**config.mk**
```make
export PLATFORM = sky130hd
export DESIGN_NAME = i3c_periph_reset_seq
export DESIGN_NICKNAME = d
export VERILOG_FILES = /design/src/rtl/i3c_periph_reset_seq.sv
export SDC_FILE = /design/constraint.sdc
export NUM_CORES = 1
export LEC_CHECK = 0
export BUFFER_PORTS_ARGS = -buffer_cell sky130_fd_sc_hd__buf_2
export CORE_AREA = 2 2 51 53
export CTS_CLUSTER_SIZE = 8
export DETAILED_ROUTE_END_ITERATION = 10
export DIE_AREA = 0 0 53 55
export PLACE_DENSITY = 0.68
export SETUP_SLACK_MARGIN = 0.05
export SKIP_CTS_REPAIR_TIMING = 1
export SYNTH_ARGS = -nofsm -noshare
export SYNTH_HDL_FRONTEND = slang
export SYNTH_SLANG_ARGS = --single-unit
```
**constraint.sdc**
```tcl
create_clock -name clk_i -period 2.5 [get_ports clk_i]
set_input_delay 0.5 -clock clk_i [delete_from_list [all_inputs] [get_ports clk_i]]
set_output_delay 0.5 -clock clk_i [all_outputs]
set_load 0.1 [all_outputs]
```
**src/rtl/i3c_periph_reset_seq.sv**
```systemverilog
// rtl/i3c_periph_reset_seq.sv - timed peripheral reset sequencer behind the I3C core reset outputs
`timescale 1ns/1ps

module i3c_periph_reset_seq #(
   parameter int unsigned HoldCycles    = 16,
   parameter int unsigned ReleaseCycles = 4,
   parameter int unsigned CountWidth    = 8
) (
   input  logic                  clk_i,
   input  logic                  rst_ni,
   input  logic                  peripheral_reset_i,
   input  logic                  escalated_reset_i,
   input  logic                  clear_escalation_i,
   output logic                  peripheral_reset_done_o,
   output logic                  periph_rst_no,
   output logic                  sys_reset_req_o,
   output logic                  busy_o,
   output logic [CountWidth-1:0] seq_count_o
);

   // The phase timer only ever holds (cycles - 1) of the longer of the two timed phases.
   localparam int unsigned MaxCycles  = (HoldCycles > ReleaseCycles) ? HoldCycles : ReleaseCycles;
   localparam int unsigned TimerWidth = (MaxCycles > 1) ? $clog2(MaxCycles) : 1;
   localparam logic [TimerWidth-1:0] HoldLoad    = TimerWidth'(HoldCycles - 1);
   localparam logic [TimerWidth-1:0] ReleaseLoad =
      TimerWidth'((ReleaseCycles > 0) ? (ReleaseCycles - 1) : 0);
   localparam logic [CountWidth-1:0] CountMax = {CountWidth{1'b1}};

   typedef enum logic [2:0] {
      ST_IDLE,
      ST_ASSERT,
      ST_RELEASE,
      ST_DONE,
      ST_ESCALATED
   } state_e;

   state_e                r_state;
   logic [TimerWidth-1:0] r_timer;
   logic                  r_req_q;
   logic                  r_done;
   logic                  r_rst_n;
   logic                  r_sys_req;
   logic                  r_busy;
   logic [CountWidth-1:0] r_seq_count;

   state_e                w_state_nxt;
   logic [TimerWidth-1:0] w_timer_nxt;
   logic                  w_req_rise;
   logic [CountWidth-1:0] w_seq_nxt;

   // Next-state and timer: escalation overrides every state, the timer is reloaded on each entry.
   always_comb begin
      w_state_nxt = r_state;
      w_timer_nxt = '0;
      w_req_rise  = peripheral_reset_i & ~r_req_q;
      if (escalated_reset_i) begin
         w_state_nxt = ST_ESCALATED;
      end else begin
         case (r_state)
            ST_IDLE: begin
               if (w_req_rise) begin
                  w_state_nxt = ST_ASSERT;
                  w_timer_nxt = HoldLoad;
               end
            end
            ST_ASSERT: begin
               if (r_timer == '0) begin
                  if (ReleaseCycles == 0) begin
                     w_state_nxt = ST_DONE;
                  end else begin
                     w_state_nxt = ST_RELEASE;
                     w_timer_nxt = ReleaseLoad;
                  end
               end else begin
                  w_timer_nxt = r_timer - TimerWidth'(1);
               end
            end
            ST_RELEASE: begin
               if (r_timer == '0) begin
                  w_state_nxt = ST_DONE;
               end else begin
                  w_timer_nxt = r_timer - TimerWidth'(1);
               end
            end
            ST_DONE: begin
               if (!peripheral_reset_i) begin
                  w_state_nxt = ST_IDLE;
               end
            end
            ST_ESCALATED: begin
               if (clear_escalation_i) begin
                  w_state_nxt = ST_IDLE;
               end
            end
            default: begin
               w_state_nxt = ST_IDLE;
            end
         endcase
      end
   end

   // Sequence counter: cleared while escalated, bumped once on DONE entry, saturating.
   always_comb begin
      w_seq_nxt = r_seq_count;
      if (w_state_nxt == ST_ESCALATED) begin
         w_seq_nxt = '0;
      end else if ((w_state_nxt == ST_DONE) && (r_state != ST_DONE) && (r_seq_count != CountMax)) begin
         w_seq_nxt = r_seq_count + CountWidth'(1);
      end
   end

   // State register; outputs are registered from the next state so they move with it.
   always_ff @(posedge clk_i or negedge rst_ni) begin
      if (!rst_ni) begin
         r_state     <= ST_IDLE;
         r_timer     <= '0;
         r_req_q     <= 1'b0;
         r_done      <= 1'b0;
         r_rst_n     <= 1'b0;
         r_sys_req   <= 1'b0;
         r_busy      <= 1'b0;
         r_seq_count <= '0;
      end else begin
         r_state     <= w_state_nxt;
         r_timer     <= w_timer_nxt;
         r_req_q     <= peripheral_reset_i;
         r_done      <= (w_state_nxt == ST_DONE);
         r_rst_n     <= (w_state_nxt != ST_ASSERT) && (w_state_nxt != ST_ESCALATED);
         r_sys_req   <= (w_state_nxt == ST_ESCALATED);
         r_busy      <= (w_state_nxt != ST_IDLE);
         r_seq_count <= w_seq_nxt;
      end
   end

   assign peripheral_reset_done_o = r_done;
   assign periph_rst_no           = r_rst_n;
   assign sys_reset_req_o         = r_sys_req;
   assign busy_o                  = r_busy;
   assign seq_count_o             = r_seq_count;

endmodule

```
==> run metrics, run 1 <==
status completed; Max Cap Viol 0; RSZ-0062 raised after global routing false; Via density 5.92; share of the synthesized area in the top cell type 48.0%; Final Setup Violations 0; routed len/inst 15.3 um; most common cell in the netlist dfrtp_1; Worst-Skew Late Latency 0.29 ns; TritonRoute pass-1 iters 4; largest net degree at the start of global routing 21; HP Class in2async; Crit. End Element flop; vias in the first global route 902; register bit total from synthesis 20; Worst VDD drop 0.251 mV; Worst Reg-to-Reg Cells 5; number of enable flip-flop cells after synthesis 0; grt ovf 0; RR Startpoint r_timer[1]; WP data arrival 2.56 ns; synth cell count leaders dfrtp_1, nand2_1, nor2_1; synthesized instance count 109; via count 936; pwr/cell area 491 nW/um2; grt peak-use layer met2; Setup TNS Final 0 ns; Cell Area, Synth 1040 um2; Hold Vio Cnt, Final 0; GR Util All Layers 19.7%; routed wire length 2420 um; gp weighted congestion 0.797; met2 usage 34.0%; Initial Utilization 44.1%; first-pass GRT wire length 4190 um; CTS Buffer Depth 2; CP Depth 5; DRT iter0 DRCs 25; post-placement cell area 1170 um2; Worst setup SP type flop; fmax 427 MHz; area grow syn2layout 14.6%; r2r endpoint seq_count_o[4]; Critical-path top delay cell or4_1; Post-route DRC 0; min cycle time layout 2.34 ns; Site Rows 18; die area 2920 um2; Ys Warns 0; register area share after synthesis 48.0%; CP top delay family simple AND/OR/NAND/NOR gates; Reg clk slew, reported paths 0.11 ns; Slew headroom 66.4%; FF/Latch Area 500 um2; worst endpoint required time 2.72 ns; FFs w/ async S/R, synth 100%; DIE WIDTH 53 um; CP Max Fanout 6; synth unique cells 40; area leader, netlist dfrtp_1; PortBufs 16; Final Hold Slack 0.142 ns; CP Class reg2reg; flop-to-flop setup slack 0.16 ns; syn_nets 115; Multi-input gate area 510 um2; Synth Area per Inst 9.57 um2; Placeable Area 2360 um2; Final HPWL DP 1740 um; leakage 0.553 nW; Fillers 229; max incr delay on CP 0.56 ns; diode count 0; actual slew at the worst max-slew pin 0.502 ns; crit-path most repeated cell or4_1; Root Driver clkbuf_4; clock skew 0.00384 ns; CTS Sinks 20; CTS tree yes; Routed Antenna Nets 0; DIE HEIGHT 55 um; share of cells above drive strength 1 21.1%; fin nets 136; fin crit share 93.6%; crit-path cells or4_1 > a2bb2oi_1 > or3_4 > or4_1 > a21oi_1; predominant post-synthesis flop cell dfrtp_1; most area-consuming cells after synthesis dfrtp_1, nand2_1, nor2_1; M1 GR Usage 25.5%; GR met3 Demand/Resource 2.42%; design area 1200 um2; max-slew violation count 0; I/O Pins 17; Critical path buffers and inverters 0; Clock H-tree levels 1; initial antenna violation count 0; CTS buffer count 3
==> placed cells by master, fill, tap and decap left out, drive strengths merged, types with 2 or more instances in the layout <==
cell,count
nand3,3
inv,3
o311ai,2
o21ai,5
dfrtp,20
nor2,11
nand2b,3
or4,2
nor4b,2
a21oi,6
and4,3
buf,20
xnor2,2
a41o,2
clkbuf,3
a31oi,4
nand2,13
a221oi,2
or3,3
or2,2
mux2i,2
==> logic make-up (layout without fill, tap and decap cells) <==
kind of cell               Yosys count  in the layout  synth area share [%]
DFF                                 20             20                  48.0
adders and majority gates            1              1                  1.20
xor gates and xnor gates             2              2                  1.68
buffers and inverters                8             27                  3.12
and+or+nand+nor                     47             47                  24.9
muxes                                2              2                  1.92
AOI/OAI and AO/OA                   29             29                  19.2
==> worst max path at each step <==
stage	start	endpoint	slack [ns]
final	r_timer[1]	seq_count_o[4]	0.16
after global routing	r_timer[1]	seq_count_o[5]	0.05
after CTS	r_timer[1]	seq_count_o[4]	0.15
after detailed placement	r_timer[1]	seq_count_o[4]	0.17
after global placement	r_timer[1]	seq_count_o[4]	0.23
after floorplan	seq_count_o[4]	seq_count_o[4]	0.12
==> sequential cells by signal, summed over array words and instances (netlist names) <==
signal                   flops
sys_reset_req_o              1
r_req_q                      1
seq_count_o                  8
periph_rst_no                1
r_state                      3
r_timer                      4
peripheral_reset_done_o      1
busy_o                       1
==> area by class of cell <==
cell class              count  share of cell area (%)
flip-flops and latches     20                    41.8
repair buffers             20                    9.21
multi-input cells          81                    42.7
clock buffers               3                    1.88
well taps                  30                    3.14
inverters                   4                    1.26
==> layer usage <==
metal  routed length, um  vias up
li1                    -      451
met1                1140      465
met2                1170       16
met3                  76        4
met4                  29        0
met5                   0        -
==> per-stage QoR <==
stage          utilization (%)  setup slack [ns]  power [mW]  std cells
2_1_floorplan                -             0.121       0.410        109
3_3_place_gp              49.6             0.226       0.440        155
3_5_place_dp              49.6             0.166       0.442        155
4_1_cts                   50.6             0.149       0.593        158
5_1_grt                   50.6            0.0528       0.619        158
6_report                  50.6             0.159       0.587        158
==> worst register-to-register path, stage by stage (launching register included) <==
cell and delay [ns]:
dfrtp_1 0.45, or4_1 0.57, a2bb2oi_1 0.21, or3_4 0.44, or4_1 0.47, a21oi_1 0.15
==> power by group <==
part / internal, mW / switching, mW / leakage (nW)
combinational: 0.0267 / 0.0710 / 0.274
clock: 0.0560 / 0.0951 / 0.0138
sequential: 0.332 / 0.00681 / 0.265
total: 0.414 / 0.173 / 0.553
Note: power is estimated with default switching activity, not from simulation.
==> run 2, diff against run 1 <==
--- a/config.mk
+++ b/config.mk
@@ -10,9 +10,9 @@
 export CTS_CLUSTER_SIZE = 8
 export DETAILED_ROUTE_END_ITERATION = 10
 export DIE_AREA = 0 0 53 55
+export MAX_ROUTING_LAYER = met4
 export PLACE_DENSITY = 0.68
-export SETUP_SLACK_MARGIN = 0.05
-export SKIP_CTS_REPAIR_TIMING = 1
+export SETUP_SLACK_MARGIN = 0.15
 export SYNTH_ARGS = -nofsm -noshare
 export SYNTH_HDL_FRONTEND = slang
 export SYNTH_SLANG_ARGS = --single-unit
==> run metrics, run 2 (synthesized netlist as in run 1, its figures left out) <==
Worst VDD drop 0.336 mV; crit-path cells or4_4 > a2bb2oi_1 > or3_4 > or4_1 > a21oi_1; HP Class in2async; diode count 0; leakage 0.571 nW; actual slew at the worst max-slew pin 0.509 ns; I/O Pins 17; Switching Power 0.182 mW; clock share of power 37.8%; Clock H-tree levels 1; RSZ-0062 raised after global routing false; RR Startpoint r_timer[0]; PortBufs 16; GR Util All Layers 19.4%; CP top delay family simple AND/OR/NAND/NOR gates; final worst setup slack 0.221 ns; vias in the first global route 860; die area 2920 um2; # hold bufs at CTS 0; Setup TNS Final 0 ns; DIE HEIGHT 55 um; DIE WIDTH 53 um; post-placement cell area 1180 um2; grt ovf 0; dpl ws 0.172 ns; CTS buffer count 3; Placeable Area 2360 um2; Reg power frac 48.0%; Max Cap Viol 0; fin nets 137; Site Rows 18; Crit. End Element flop; CTS Buffer Depth 2; Root Driver clkbuf_4; area grow syn2layout 19.9%; Final Hold Slack 0.119 ns; design area 1250 um2; DRT iter0 DRCs 16; TritonRoute pass-1 iters 4; fin cells 160; flip-flop count of the largest register after layout 8; max incr delay on CP 0.55 ns; Finished Core Util 52.9%; dpl cells 155; CP Class reg2reg; Slew headroom 65.8%; first-pass GRT wire length 3980 um; Final Setup Violations 0; r2r endpoint seq_count_o[4]; Initial Utilization 44.1%; internal power 0.523 mW; Combinational Power Share 14.2%; Worst setup SP type flop; Routed Antenna Nets 0; CTS Sinks 20; Critical path buffers and inverters 0; min cycle time layout 2.28 ns; Pwr Total 0.705 mW; Worst Reg-to-Reg Cells 5; Post-route DRC 0; share of cells above drive strength 1 26.2%; fmax 439 MHz; Critical-path top delay cell or4_4; routed len/inst 14.8 um; pwr/cell area 563 nW/um2; commonest cells after routing, fill and taps aside dfrtp_1, buf_2, nand2_1, nor2_1, a21oi_1; Final HPWL DP 1710 um; initial antenna violation count 0; max-slew violation count 0; status completed; Reg clk slew, reported paths 0.12 ns; Worst-Skew Late Latency 0.30 ns; CTS tree yes; gp weighted congestion 0.804; switching part of the total 25.8%; CP Max Fanout 5; WP data arrival 2.51 ns; worst endpoint required time 2.73 ns; via count 925; clock skew 0.00319 ns; flop-to-flop setup slack 0.22 ns; routed wire length 2380 um; largest net degree at the start of global routing 21; Hold Vio Cnt, Final 0; Via density 5.78; fin crit share 91.1%
## run 2: final cells by class
| class | instances | area, um2 |
|---|---|---|
| inverters | 4 | 15.0 |
| well taps | 30 | 37.5 |
| repair buffers | 21 | 118 |
| clock inverters | 1 | 30.0 |
| multi-input cells | 81 | 523 |
| clock buffers | 3 | 22.5 |
| fillers | 229 | 1110 |
| flip-flops and latches | 20 | 505 |
## run 2: per-layer routing
metal,track usage (%),share of wire [%],up-vias,wire (um)
li1,-,-,446,-
met1,25.7,49,451,1150
met2,30.8,47,24,1110
met3,2.42,3.9,4,92
met4,7.26,1.0,0,24
met5,-,0,-,0
## run 2: worst register-to-register path, cell delays in order, from the launching register on
cell	delay, ns
dfrtp_1	0.41
or4_4	0.55
a2bb2oi_1	0.19
or3_4	0.43
or4_1	0.47
a21oi_1	0.15
## run 2: how the worst max path moves through the flow
stage	endpoint	slack [ns]	startpoint	cells past startpoint
6_report	seq_count_o[4]	0.22	r_timer[0]	5
5_1_grt	seq_count_o[4]	0.13	r_timer[0]	5
4_1_cts	seq_count_o[4]	0.20	r_timer[0]	5
3_5_place_dp	seq_count_o[4]	0.17	r_timer[1]	5
3_3_place_gp	seq_count_o[4]	0.23	r_timer[1]	5
2_1_floorplan	seq_count_o[4]	0.16	seq_count_o[1]	5
## run 2: what timing repair did
item / 4_1_cts / 5_1_grt
setup buffers: 1 / 0
gates resized for setup: 0 / 2
endpoints found under the setup margin: 1 / 3
## run 2: power groups by stage
stage	sequential [mW]	combinational [mW]	clock [mW]
finish	0.338	0.100	0.267
global route	0.340	0.109	0.284
CTS	0.338	0.0980	0.274
detailed placement	0.345	0.0965	0
global placement	0.344	0.0951	0
floorplan	0.373	0.0376	0
